File: src/rtl/axi2core_mem_if.sv
// Channel bundle for axi2core_mem: AXI4 slave side plus the core-style memory port.
// The slave modport is the bridge's view; master is the view of whoever drives AXI and serves memory.
interface axi2core_mem_if #(
    parameter int AXI4_ADDRESS_WIDTH = 32,
    parameter int AXI4_ID_WIDTH      = 16
);
    localparam int AW = AXI4_ADDRESS_WIDTH;
    localparam int IW = AXI4_ID_WIDTH;

    logic [IW-1:0] aw_id_i;
    logic [AW-1:0] aw_addr_i;
    logic [7:0]    aw_len_i;
    logic [1:0]    aw_burst_i;
    logic          aw_valid_i;
    logic          aw_ready_o;

    logic [31:0]   w_data_i;
    logic [3:0]    w_strb_i;
    logic          w_last_i;
    logic          w_valid_i;
    logic          w_ready_o;

    logic [IW-1:0] b_id_o;
    logic [1:0]    b_resp_o;
    logic          b_valid_o;
    logic          b_ready_i;

    logic [IW-1:0] ar_id_i;
    logic [AW-1:0] ar_addr_i;
    logic [7:0]    ar_len_i;
    logic [1:0]    ar_burst_i;
    logic          ar_valid_i;
    logic          ar_ready_o;

    logic [IW-1:0] r_id_o;
    logic [31:0]   r_data_o;
    logic [1:0]    r_resp_o;
    logic          r_last_o;
    logic          r_valid_o;
    logic          r_ready_i;

    logic          mem_req_o;
    logic          mem_gnt_i;
    logic [AW-1:0] mem_addr_o;
    logic          mem_we_o;
    logic [3:0]    mem_be_o;
    logic [31:0]   mem_wdata_o;
    logic          mem_rvalid_i;
    logic [31:0]   mem_rdata_i;

    modport slave (
        input  aw_id_i, aw_addr_i, aw_len_i, aw_burst_i, aw_valid_i,
        output aw_ready_o,
        input  w_data_i, w_strb_i, w_last_i, w_valid_i,
        output w_ready_o,
        output b_id_o, b_resp_o, b_valid_o,
        input  b_ready_i,
        input  ar_id_i, ar_addr_i, ar_len_i, ar_burst_i, ar_valid_i,
        output ar_ready_o,
        output r_id_o, r_data_o, r_resp_o, r_last_o, r_valid_o,
        input  r_ready_i,
        output mem_req_o, mem_addr_o, mem_we_o, mem_be_o, mem_wdata_o,
        input  mem_gnt_i, mem_rvalid_i, mem_rdata_i
    );

    modport master (
        output aw_id_i, aw_addr_i, aw_len_i, aw_burst_i, aw_valid_i,
        input  aw_ready_o,
        output w_data_i, w_strb_i, w_last_i, w_valid_i,
        input  w_ready_o,
        input  b_id_o, b_resp_o, b_valid_o,
        output b_ready_i,
        output ar_id_i, ar_addr_i, ar_len_i, ar_burst_i, ar_valid_i,
        input  ar_ready_o,
        input  r_id_o, r_data_o, r_resp_o, r_last_o, r_valid_o,
        output r_ready_i,
        input  mem_req_o, mem_addr_o, mem_we_o, mem_be_o, mem_wdata_o,
        output mem_gnt_i, mem_rvalid_i, mem_rdata_i
    );
endinterface

File: src/rtl/axi2core_mem.sv
// AXI4 slave to core-style req/gnt/rvalid memory port; one AXI transaction and one
// memory request in flight, single-beat and INCR/FIXED bursts of 32-bit words.
//
// state   | meaning
// IDLE    | no transaction; arbitrate AW vs AR round-robin
// WR_REQ  | memory write request driven straight from the W channel
// WR_ACK  | write granted, waiting for memory rvalid
// WR_RESP | B response held until b_ready
// RD_REQ  | memory read request held until gnt
// RD_ACK  | read granted, waiting for memory rvalid
// RD_DATA | R beat held until r_ready
module axi2core_mem #(
    parameter int AXI4_ADDRESS_WIDTH = 32,
    parameter int AXI4_ID_WIDTH      = 16
) (
    input  logic          clk_i,
    input  logic          rst_ni,
    axi2core_mem_if.slave bus
);
    localparam int AW = AXI4_ADDRESS_WIDTH;
    localparam int IW = AXI4_ID_WIDTH;

    localparam logic [1:0] BURST_FIXED = 2'b00;
    localparam logic [1:0] RESP_OKAY   = 2'b00;
    localparam logic [1:0] RESP_SLVERR = 2'b10;

    typedef enum logic [2:0] {
        IDLE,
        WR_REQ,
        WR_ACK,
        WR_RESP,
        RD_REQ,
        RD_ACK,
        RD_DATA
    } state_e;

    typedef enum logic {
        SEL_READ,
        SEL_WRITE
    } sel_e;

    state_e        state_q, state_d;
    sel_e          last_sel_q, last_sel_d;
    logic [IW-1:0] id_q, id_d;
    logic [AW-1:0] addr_q, addr_d;
    logic [7:0]    len_q, len_d;
    logic [1:0]    burst_q, burst_d;
    logic [7:0]    cnt_q, cnt_d;
    logic          err_q, err_d;
    logic [31:0]   rdata_q, rdata_d;

    logic          beat_last;
    logic [AW-1:0] addr_next;

    assign beat_last = (cnt_q == len_q);
    // FIXED stays put; INCR and any other code step by one word and wrap freely.
    assign addr_next = (burst_q == BURST_FIXED) ? addr_q : addr_q + AW'(4);

    always_ff @(posedge clk_i or negedge rst_ni) begin
        if (!rst_ni) begin
            state_q    <= IDLE;
            last_sel_q <= SEL_READ;
            id_q       <= '0;
            addr_q     <= '0;
            len_q      <= '0;
            burst_q    <= '0;
            cnt_q      <= '0;
            err_q      <= 1'b0;
            rdata_q    <= '0;
        end else begin
            state_q    <= state_d;
            last_sel_q <= last_sel_d;
            id_q       <= id_d;
            addr_q     <= addr_d;
            len_q      <= len_d;
            burst_q    <= burst_d;
            cnt_q      <= cnt_d;
            err_q      <= err_d;
            rdata_q    <= rdata_d;
        end
    end

    always_comb begin
        state_d    = state_q;
        last_sel_d = last_sel_q;
        id_d       = id_q;
        addr_d     = addr_q;
        len_d      = len_q;
        burst_d    = burst_q;
        cnt_d      = cnt_q;
        err_d      = err_q;
        rdata_d    = rdata_q;

        bus.aw_ready_o  = 1'b0;
        bus.ar_ready_o  = 1'b0;
        bus.w_ready_o   = 1'b0;
        bus.b_valid_o   = 1'b0;
        bus.r_valid_o   = 1'b0;
        bus.mem_req_o   = 1'b0;
        bus.mem_we_o    = 1'b0;
        bus.mem_be_o    = 4'h0;
        bus.mem_wdata_o = 32'h0;

        unique case (state_q)
            IDLE: begin
                // On contention the side not served last wins, so a ready never pairs with the other.
                if (bus.aw_valid_i && (!bus.ar_valid_i || last_sel_q == SEL_READ)) begin
                    bus.aw_ready_o = 1'b1;
                    id_d           = bus.aw_id_i;
                    addr_d         = bus.aw_addr_i;
                    len_d          = bus.aw_len_i;
                    burst_d        = bus.aw_burst_i;
                    cnt_d          = '0;
                    err_d          = 1'b0;
                    last_sel_d     = SEL_WRITE;
                    state_d        = WR_REQ;
                end else if (bus.ar_valid_i) begin
                    bus.ar_ready_o = 1'b1;
                    id_d           = bus.ar_id_i;
                    addr_d         = bus.ar_addr_i;
                    len_d          = bus.ar_len_i;
                    burst_d        = bus.ar_burst_i;
                    cnt_d          = '0;
                    err_d          = 1'b0;
                    last_sel_d     = SEL_READ;
                    state_d        = RD_REQ;
                end
            end
            WR_REQ: begin
                bus.mem_req_o   = bus.w_valid_i;
                bus.mem_we_o    = 1'b1;
                bus.mem_be_o    = bus.w_strb_i;
                bus.mem_wdata_o = bus.w_data_i;
                bus.w_ready_o   = bus.mem_gnt_i & bus.w_valid_i;
                if (bus.mem_gnt_i && bus.w_valid_i) begin
                    // The burst length comes from aw_len alone; a misplaced w_last only taints the response.
                    if (bus.w_last_i != beat_last) begin
                        err_d = 1'b1;
                    end
                    state_d = WR_ACK;
                end
            end
            WR_ACK: begin
                if (bus.mem_rvalid_i) begin
                    if (beat_last) begin
                        state_d = WR_RESP;
                    end else begin
                        cnt_d   = cnt_q + 8'd1;
                        addr_d  = addr_next;
                        state_d = WR_REQ;
                    end
                end
            end
            WR_RESP: begin
                bus.b_valid_o = 1'b1;
                if (bus.b_ready_i) begin
                    state_d = IDLE;
                end
            end
            RD_REQ: begin
                bus.mem_req_o = 1'b1;
                bus.mem_be_o  = 4'hF;
                if (bus.mem_gnt_i) begin
                    state_d = RD_ACK;
                end
            end
            RD_ACK: begin
                if (bus.mem_rvalid_i) begin
                    rdata_d = bus.mem_rdata_i;
                    state_d = RD_DATA;
                end
            end
            RD_DATA: begin
                bus.r_valid_o = 1'b1;
                if (bus.r_ready_i) begin
                    if (beat_last) begin
                        state_d = IDLE;
                    end else begin
                        cnt_d   = cnt_q + 8'd1;
                        addr_d  = addr_next;
                        state_d = RD_REQ;
                    end
                end
            end
            default: begin
                state_d = IDLE;
            end
        endcase
    end

    assign bus.mem_addr_o = addr_q;
    assign bus.b_id_o     = id_q;
    assign bus.b_resp_o   = err_q ? RESP_SLVERR : RESP_OKAY;
    assign bus.r_id_o     = id_q;
    assign bus.r_data_o   = rdata_q;
    assign bus.r_resp_o   = RESP_OKAY;
    assign bus.r_last_o   = (state_q == RD_DATA) && beat_last;

endmodule
File: src/flat_wrapper.sv
// flat-port wrapper written by rule: the top's interface ports become plain ports
module axi2core_mem_flat 
#(
    parameter int AXI4_ADDRESS_WIDTH = 32,
    parameter int AXI4_ID_WIDTH      = 16
)
  (clk_i, rst_ni, bus_aw_id_i, bus_aw_addr_i, bus_aw_len_i, bus_aw_burst_i, bus_aw_valid_i, bus_aw_ready_o, bus_w_data_i, bus_w_strb_i, bus_w_last_i, bus_w_valid_i, bus_w_ready_o, bus_b_id_o, bus_b_resp_o, bus_b_valid_o, bus_b_ready_i, bus_ar_id_i, bus_ar_addr_i, bus_ar_len_i, bus_ar_burst_i, bus_ar_valid_i, bus_ar_ready_o, bus_r_id_o, bus_r_data_o, bus_r_resp_o, bus_r_last_o, bus_r_valid_o, bus_r_ready_i, bus_mem_req_o, bus_mem_addr_o, bus_mem_we_o, bus_mem_be_o, bus_mem_wdata_o, bus_mem_gnt_i, bus_mem_rvalid_i, bus_mem_rdata_i);
  axi2core_mem_if #(.AXI4_ADDRESS_WIDTH(AXI4_ADDRESS_WIDTH), .AXI4_ID_WIDTH(AXI4_ID_WIDTH)) bus_i ();
  input  logic clk_i;
  input  logic rst_ni;
  input wire logic [$bits(bus_i.aw_id_i)-1:0] bus_aw_id_i;
  input wire logic [$bits(bus_i.aw_addr_i)-1:0] bus_aw_addr_i;
  input wire logic [$bits(bus_i.aw_len_i)-1:0] bus_aw_len_i;
  input wire logic [$bits(bus_i.aw_burst_i)-1:0] bus_aw_burst_i;
  input wire logic [$bits(bus_i.aw_valid_i)-1:0] bus_aw_valid_i;
  output wire logic [$bits(bus_i.aw_ready_o)-1:0] bus_aw_ready_o;
  input wire logic [$bits(bus_i.w_data_i)-1:0] bus_w_data_i;
  input wire logic [$bits(bus_i.w_strb_i)-1:0] bus_w_strb_i;
  input wire logic [$bits(bus_i.w_last_i)-1:0] bus_w_last_i;
  input wire logic [$bits(bus_i.w_valid_i)-1:0] bus_w_valid_i;
  output wire logic [$bits(bus_i.w_ready_o)-1:0] bus_w_ready_o;
  output wire logic [$bits(bus_i.b_id_o)-1:0] bus_b_id_o;
  output wire logic [$bits(bus_i.b_resp_o)-1:0] bus_b_resp_o;
  output wire logic [$bits(bus_i.b_valid_o)-1:0] bus_b_valid_o;
  input wire logic [$bits(bus_i.b_ready_i)-1:0] bus_b_ready_i;
  input wire logic [$bits(bus_i.ar_id_i)-1:0] bus_ar_id_i;
  input wire logic [$bits(bus_i.ar_addr_i)-1:0] bus_ar_addr_i;
  input wire logic [$bits(bus_i.ar_len_i)-1:0] bus_ar_len_i;
  input wire logic [$bits(bus_i.ar_burst_i)-1:0] bus_ar_burst_i;
  input wire logic [$bits(bus_i.ar_valid_i)-1:0] bus_ar_valid_i;
  output wire logic [$bits(bus_i.ar_ready_o)-1:0] bus_ar_ready_o;
  output wire logic [$bits(bus_i.r_id_o)-1:0] bus_r_id_o;
  output wire logic [$bits(bus_i.r_data_o)-1:0] bus_r_data_o;
  output wire logic [$bits(bus_i.r_resp_o)-1:0] bus_r_resp_o;
  output wire logic [$bits(bus_i.r_last_o)-1:0] bus_r_last_o;
  output wire logic [$bits(bus_i.r_valid_o)-1:0] bus_r_valid_o;
  input wire logic [$bits(bus_i.r_ready_i)-1:0] bus_r_ready_i;
  output wire logic [$bits(bus_i.mem_req_o)-1:0] bus_mem_req_o;
  output wire logic [$bits(bus_i.mem_addr_o)-1:0] bus_mem_addr_o;
  output wire logic [$bits(bus_i.mem_we_o)-1:0] bus_mem_we_o;
  output wire logic [$bits(bus_i.mem_be_o)-1:0] bus_mem_be_o;
  output wire logic [$bits(bus_i.mem_wdata_o)-1:0] bus_mem_wdata_o;
  input wire logic [$bits(bus_i.mem_gnt_i)-1:0] bus_mem_gnt_i;
  input wire logic [$bits(bus_i.mem_rvalid_i)-1:0] bus_mem_rvalid_i;
  input wire logic [$bits(bus_i.mem_rdata_i)-1:0] bus_mem_rdata_i;
  assign bus_i.aw_id_i = bus_aw_id_i;
  assign bus_i.aw_addr_i = bus_aw_addr_i;
  assign bus_i.aw_len_i = bus_aw_len_i;
  assign bus_i.aw_burst_i = bus_aw_burst_i;
  assign bus_i.aw_valid_i = bus_aw_valid_i;
  assign bus_aw_ready_o = bus_i.aw_ready_o;
  assign bus_i.w_data_i = bus_w_data_i;
  assign bus_i.w_strb_i = bus_w_strb_i;
  assign bus_i.w_last_i = bus_w_last_i;
  assign bus_i.w_valid_i = bus_w_valid_i;
  assign bus_w_ready_o = bus_i.w_ready_o;
  assign bus_b_id_o = bus_i.b_id_o;
  assign bus_b_resp_o = bus_i.b_resp_o;
  assign bus_b_valid_o = bus_i.b_valid_o;
  assign bus_i.b_ready_i = bus_b_ready_i;
  assign bus_i.ar_id_i = bus_ar_id_i;
  assign bus_i.ar_addr_i = bus_ar_addr_i;
  assign bus_i.ar_len_i = bus_ar_len_i;
  assign bus_i.ar_burst_i = bus_ar_burst_i;
  assign bus_i.ar_valid_i = bus_ar_valid_i;
  assign bus_ar_ready_o = bus_i.ar_ready_o;
  assign bus_r_id_o = bus_i.r_id_o;
  assign bus_r_data_o = bus_i.r_data_o;
  assign bus_r_resp_o = bus_i.r_resp_o;
  assign bus_r_last_o = bus_i.r_last_o;
  assign bus_r_valid_o = bus_i.r_valid_o;
  assign bus_i.r_ready_i = bus_r_ready_i;
  assign bus_mem_req_o = bus_i.mem_req_o;
  assign bus_mem_addr_o = bus_i.mem_addr_o;
  assign bus_mem_we_o = bus_i.mem_we_o;
  assign bus_mem_be_o = bus_i.mem_be_o;
  assign bus_mem_wdata_o = bus_i.mem_wdata_o;
  assign bus_i.mem_gnt_i = bus_mem_gnt_i;
  assign bus_i.mem_rvalid_i = bus_mem_rvalid_i;
  assign bus_i.mem_rdata_i = bus_mem_rdata_i;
  axi2core_mem #(.AXI4_ADDRESS_WIDTH(AXI4_ADDRESS_WIDTH), .AXI4_ID_WIDTH(AXI4_ID_WIDTH)) u_core (.clk_i(clk_i), .rst_ni(rst_ni), .bus(bus_i));
endmodule
File: config.mk
export PLATFORM = sky130hd
export DESIGN_NAME = axi2core_mem_flat
export DESIGN_NICKNAME = d
export VERILOG_FILES = /design/src/rtl/axi2core_mem_if.sv /design/src/rtl/axi2core_mem.sv /design/src/flat_wrapper.sv
export SDC_FILE = /design/constraint.sdc
export NUM_CORES = 1
export LEC_CHECK = 0
export BUFFER_PORTS_ARGS = -buffer_cell sky130_fd_sc_hd__buf_4
export CAP_MARGIN = 20
export CORE_AREA = 2 2 133 135
export DETAILED_ROUTE_END_ITERATION = 8
export DIE_AREA = 0 0 135 137
export GPL_ROUTABILITY_DRIVEN = 0
export PLACE_DENSITY_LB_ADDON = 0.08
export SLEW_MARGIN = 20
export SYNTH_ARGS = -nofsm -noshare
export SYNTH_HDL_FRONTEND = slang
export SYNTH_SLANG_ARGS = --single-unit
File: constraint.sdc
create_clock -name clk_i -period 2.4 [get_ports clk_i]
set_input_delay 0.24 -clock clk_i [delete_from_list [all_inputs] [get_ports clk_i]]
set_output_delay 0.24 -clock clk_i [all_outputs]
set_load 0.1 [all_outputs]
==> summary.txt, run 1 <==
Logic synthesis
  • Sequential share of the synthesized area: 0.434
  • Distinct cells, synth: between 50 and 60
  • Seq cells post-synth: 103
  • Syn. warnings: 0
  • EDFF count, synth: 0
  • Dominant synthesized flop cell: dfrtp_1
  • Share of flip-flops with an asynchronous set or reset: 1.00
  • Cells after Synth: between 600 and 700
  • Post-Syn Area: 5940 sq um
  • Mean area per synthesized cell: roughly 8.6 sq um

STA
  • Final setup fails: 0
  • Final Cycle Share: 0.917
  • Clock period minus worst slack: 2200 ps
  • Slew Limit Fails: 0
  • Max Clock Skew: around 8.3 ps
  • Hold Fails Final Rpt: 0
  • Slew @ Worst Pin: 711 ps
  • Setup TNS: 0 ps
  • Relative max-transition margin: 0.524
  • Fmax: 455 MHz
  • RSZ-0062 raised after global routing: false

Clock network
  • Clock transition at the registers of the reported paths: 70 ps
  • Clk sinks: 103
  • TritonCTS clock tree: built
  • Number of buffers created by CTS: 9
  • Worst skew pair latency: approximately 350 ps
  • Htree depth: 3
  • CTS root buf: clkbuf_16
  • Max Root-Sink Buffers: 2

Cells and area
  • Commonest cells after routing, fill and taps aside: buf_4, nand2_1, dfrtp_1
  • Layout cells sized above 1: 0.434
  • Sequential cell area: about 2600 sq um
  • Fin cells: 1226
  • Fillers: 1652
  • Commonest non-fill, non-tap cell in the layout: buf_4
  • Post-layout nets: 1192
  • Post-route cell area: roughly 8900 sq um
  • Multi-input gate area: 3020 sq um
  • Final core utilization: 0.525
  • Area Overhead vs Synth: 50.5%
  • Diode count: 0

Worst setup path
  • Largest delay share family, worst path: buffers and inverters
  • Critical path cell sequence: buf_4 -> nor2b_2 -> buf_6 -> nand2_1 -> a21oi_2 -> buf_4
  • Worst r2r src: u_core.bus.mem_addr_o[2]
  • Max incr delay on CP: 410 ps
  • Required time of the critical path: 2160 ps
  • CP bufs+invs: 3
  • Cell mode on critical path: buf_4
  • Crit path max fanout: 37
  • Worst Setup End Kind: output port
  • Reg-to-reg setup timing slack: between 300 and 400 ps
  • Slowest CP cell: dfrtp_1
  • Reg2reg end: u_core.bus.mem_addr_o[20]
  • CP Data Arrival Time: 1960 ps
  • Reg2Reg Depth: 7
  • CP startpoint kind: register
  • Setup Crit Path Kind: reg -> out

Die
  • Die Wd: 135 um
  • Ports: between 300 and 400
  • Floorplan die height: 137 um
  • Cell row count: 48
  • Initial Utilization: 0.348
  • Core footprint: 17100 sq um
  • Die area: 18500 sq um

Route
  • Total vias in the final route: 6260
  • Routed Antenna Nets: 0
  • Remaining routing DRC violations: 0
  • Wire per inst: 17.5 um
  • Routed vias/inst: 5.11
  • DRT Pass-1 Iters: 4
  • WL final: 21500 um
  • DRT iter0 DRCs: 396

Min path
  • Hold WC Path Type: in -> reg
  • WHS Endpoint: u_core.bus.r_data_o[2]
  • Hold_sp: bus_mem_rdata_i[2]
  • Hold depth: 2

Place
  • # placed instances: 1209
  • # port buffers: 334
  • Post-detail-place hpwl: 16400 um
  • Placed Instance Area: around 8600 sq um

Run status
  • Status: finished, final reports clean

Flow run
  • Max-cap violations: 0

Global routing
  • Total congestion overflow: 0
  • First-pass GRT wire length: 32100 um
  • Tot GR Track Use: 0.224
  • Vias in the first global route: 5999
  • Pin count of the biggest net entering global routing: 52
  • Initial antenna violation count: 0
## metrics by stage
stage	hold WS [ps]	worst slack, ps
finish	119	200
global route	117	28.2
CTS	112	132
detailed placement	285	386
global placement	288	385
floorplan	-55.6	11.1
## worst register-to-register path, stage by stage, from the launching register on
cell     delay, ps
dfrtp_2        430
ha_1           240
nand4_1        250
nor2_1         300
nand2_1        130
nor2_1         260
a32oi_1        150
o22a_1         190
## state kept, by name, summed over array words and instances, names as in the netlist
name	flops
u_core.err_q	1
u_core.cnt_q	8
u_core.state_q	3
u_core.bus.r_data_o	32
u_core.bus.b_id_o	16
u_core.burst_q	2
u_core.bus.mem_addr_o	32
u_core.last_sel_q	1
u_core.len_q	8
## synth_stat cells, drive strengths merged (2+ instances only)
library cell    n  area (sq um)
o21a            2          16.3
a22o            2          17.5
ha              2          25.0
o21ai          32           171
xnor2          13           114
a21boi          2          26.3
a31oi          34           213
o22a            9          78.8
inv             7          26.3
a2bb2oi         4          35.0
o22ai           2          12.5
dfrtp         103          2580
mux2           33           372
or3             5          36.3
o31ai           5          37.5
nand2         137           514
or4             2          15.0
nand4           8          50.1
and3           41           257
a21oi          52           260
a21o            2          15.0
nand2b          3          18.8
buf            39           258
a32oi           3          26.3
mux2i           8          80.1
nor4            2          42.5
nor2           57           216
nor3            8          40.0
nand3          30           168
clkbuf         27           101
and2            5          31.3
## how the worst max path moves through the flow
| stage | start | endpoint | cells after the start |
|---|---|---|---|
| after floorplan | u_core.bus.mem_addr_o[5] | u_core.bus.mem_addr_o[17] | 6 |
| after global placement | u_core.bus.mem_addr_o[2] | u_core.bus.mem_addr_o[20] | 7 |
| after detailed placement | u_core.bus.mem_addr_o[2] | u_core.bus.mem_addr_o[20] | 7 |
| after CTS | u_core.state_q[0] | bus_mem_be_o[3] | 6 |
| after global routing | u_core.cnt_q[2] | bus_r_last_o | 5 |
| final | u_core.state_q[0] | bus_mem_be_o[3] | 6 |
## cell families after synthesis
kind of cell / Yosys count / synth area share
AO/OA/AOI/OAI: 157 / 0.165
XOR/XNOR: 13 / 0.0192
buffers and inverters: 73 / 0.0648
multiplexers: 41 / 0.0760
AND/OR/NAND/NOR: 300 / 0.236
flip-flops: 103 / 0.434
adder cells (fa/ha/maj): 2 / 0.00421
other: 1 / 0.000631
## routing by layer
metal | vias to the layer above | track usage | share of wire
met2 | 284 | 0.393 | 0.49
met4 | 0 | 0.0660 | 0.013
met3 | 16 | 0.0493 | 0.081
met5 | - | 0 | 0
li1 | 3031 | - | -
met1 | 2929 | 0.276 | 0.41
## layout make-up
cell class	instances	share of cell area
clock buffers	13	0.0280
clock inverters	3	0.00475
inverters	7	0.00294
multi-input cells	516	0.338
flip-flops and latches	103	0.289
well taps	225	0.0315
repair buffers	359	0.306
## repair_timing
item                                   4_1_cts  5_1_grt
gates resized for setup                      0        1
endpoints found under the hold margin       41        0
setup buffers                                0        0
setup endpoints to repair                    0        1
hold buffers                                 1        0
Power of run 1 is not shown: default switching activity piles up to over one toggle a cycle in this logic, so the estimate is an artifact.
==> run 2, diff against run 1 <==
Settings changed: CELL_PAD_IN_SITES_DETAIL_PLACEMENT set to 1, CELL_PAD_IN_SITES_GLOBAL_PLACEMENT set to 2, CORE_AREA 2 2 133 135 to unset, CORE_UTILIZATION set to 24, DIE_AREA 0 0 135 137 to unset.
==> summary.txt, run 2 (synthesized netlist as in run 1, its figures left out) <==
Worst setup path
  • Required time of the critical path: 2160 ps (about the same)
  • Reg-to-reg setup timing slack: 260 ps (-80 ps)
  • CP bufs+invs: 3 (unchanged)
  • Critical path cell sequence: buf_4 -> nor2b_2 -> buf_4 -> nand2_1 -> a21oi_2 -> buf_4
  • Slowest CP cell: dfrtp_1
  • Largest delay share family, worst path: buffers and inverters
  • Worst Setup End Kind: output port
  • Setup Crit Path Kind: reg -> out
  • CP startpoint kind: register
  • Max incr delay on CP: 430 ps (+20 ps)
  • Crit path max fanout: 37 (unchanged)
  • Cell mode on critical path: buf_4
  • CP Data Arrival Time: 2000 ps (+40 ps)

Die
  • Die Wd: 159 um (+18%)
  • Floorplan die height: 159 um (+16%)
  • Cell row count: 57 (+19%)
  • Die area: 25400 sq um (+37%)
  • Initial Utilization: 0.244 (-0.104)
  • Ports: 338 (unchanged)
  • Core footprint: 24300 sq um (+43%)

Cells and area
  • Commonest non-fill, non-tap cell in the layout: buf_4
  • Post-layout nets: 1198 (+0.50%)
  • Area Overhead vs Synth: 53.6%
  • Commonest cells after routing, fill and taps aside: buf_4, nand2_1, dfrtp_1
  • Layout cells sized above 1: 0.440 (+0.00635)
  • Post-route cell area: 9130 sq um (+2.0%)
  • Fillers: 2897 (+75%)
  • Diode count: 0 (unchanged)

Run status
  • Status: finished, final reports clean

Global routing
  • Vias in the first global route: 6468 (+7.8%)
  • Total congestion overflow: 0 (unchanged)
  • Pin count of the biggest net entering global routing: 46 (-12%)
  • Tot GR Track Use: 0.176 (-0.0477)
  • Initial antenna violation count: 0 (unchanged)
  • First-pass GRT wire length: 35600 um (+11%)

Clock network
  • TritonCTS clock tree: built
  • Clk sinks: 103 (unchanged)
  • Htree depth: 3 (unchanged)
  • Worst skew pair latency: 360 ps (about the same)
  • Clock transition at the registers of the reported paths: 80 ps (about the same)
  • Max Root-Sink Buffers: 2 (unchanged)
  • Number of buffers created by CTS: 9 (unchanged)
  • CTS root buf: clkbuf_16
  • Post-CTS Setup Inserts: 0 (unchanged)

Route
  • DRT iter0 DRCs: 234 (-41%)
  • Routed vias/inst: 4.66 (-8.8%)
  • Total vias in the final route: 6200 (-0.96%)
  • Remaining routing DRC violations: 0 (unchanged)
  • WL final: 22700 um (+5.6%)
  • Wire per inst: 17.1 um (-2.7%)
  • DRT Pass-1 Iters: 4 (unchanged)
  • Routed Antenna Nets: 0 (unchanged)

STA
  • Final setup fails: 0 (unchanged)
  • Slew Limit Fails: 0 (unchanged)
  • Hold Fails Final Rpt: 0 (unchanged)
  • RSZ-0062 raised after global routing: false
  • Max Clock Skew: 8.05 ps (-0.237 ps)
  • Relative max-transition margin: 0.639 (+0.114)
  • Final Cycle Share: 0.934 (+0.0171)
  • Setup TNS: 0 ps (unchanged)
  • Slew @ Worst Pin: 542 ps (-169 ps)
  • Clock period minus worst slack: 2240 ps (+41.1 ps)
  • Fmax: 446 MHz (-1.8%)

Min path
  • Hold WC Path Type: in -> reg

Flow run
  • Max-cap violations: 0 (unchanged)

Place
  • # port buffers: 334 (unchanged)
  • Placed Instance Area: 8810 sq um (+2.0%)
  • Post-detail-place hpwl: 17200 um (+5.0%)
## run 2: layout make-up
cell class | instances | area (sq um) | area share
tap | 324 | 405 | 0.0444
clock inverter | 6 | 62.6 | 0.00685
multi-input combinational | 516 | 3030 | 0.332
sequential | 103 | 2580 | 0.283
clock buffer | 10 | 239 | 0.0262
timing repair buffer | 365 | 2780 | 0.305
inverter | 7 | 26.3 | 0.00288
## run 2: timing repair
action                    4_1_cts  5_1_grt
hold endpoints to repair       22        0
gates resized for setup         0        0
hold buffers                    1        0
## run 2: worst paths after layout
check | start | end | cells past startpoint
worst max register to register | u_core.bus.mem_addr_o[2] | u_core.bus.mem_addr_o[20] | 7
worst min-delay path | bus_mem_rdata_i[6] | u_core.bus.r_data_o[6] | 2
worst min register to register | u_core.last_sel_q | u_core.last_sel_q | 1
max in group asynchronous | rst_ni | u_core.bus.r_data_o[0] | 3
min in group asynchronous | rst_ni | u_core.bus.mem_addr_o[27] | 2
worst max-delay path | u_core.state_q[2] | bus_mem_req_o | 6
## run 2: routing by layer
metal / routed length, um / GRT usage
met1: 9970 / 0.220
met2: 11300 / 0.309
met3: 1130 / 0.0372
met4: 289 / 0.0406
met5: 0 / 0
## run 2: through the flow
stage / hold WS [ps] / setup slack, ps / util / cells
2_1_floorplan: -55.6 / 11.1 / - / 692
3_3_place_gp: 186 / 308 / 0.362 / 1314
3_5_place_dp: 187 / 264 / 0.362 / 1314
4_1_cts: 90.1 / 147 / 0.375 / 1331
5_1_grt: 90.5 / 31.8 / 0.375 / 1331
6_report: 109 / 159 / 0.375 / 1331
Power of run 2 is left out for the same reason.
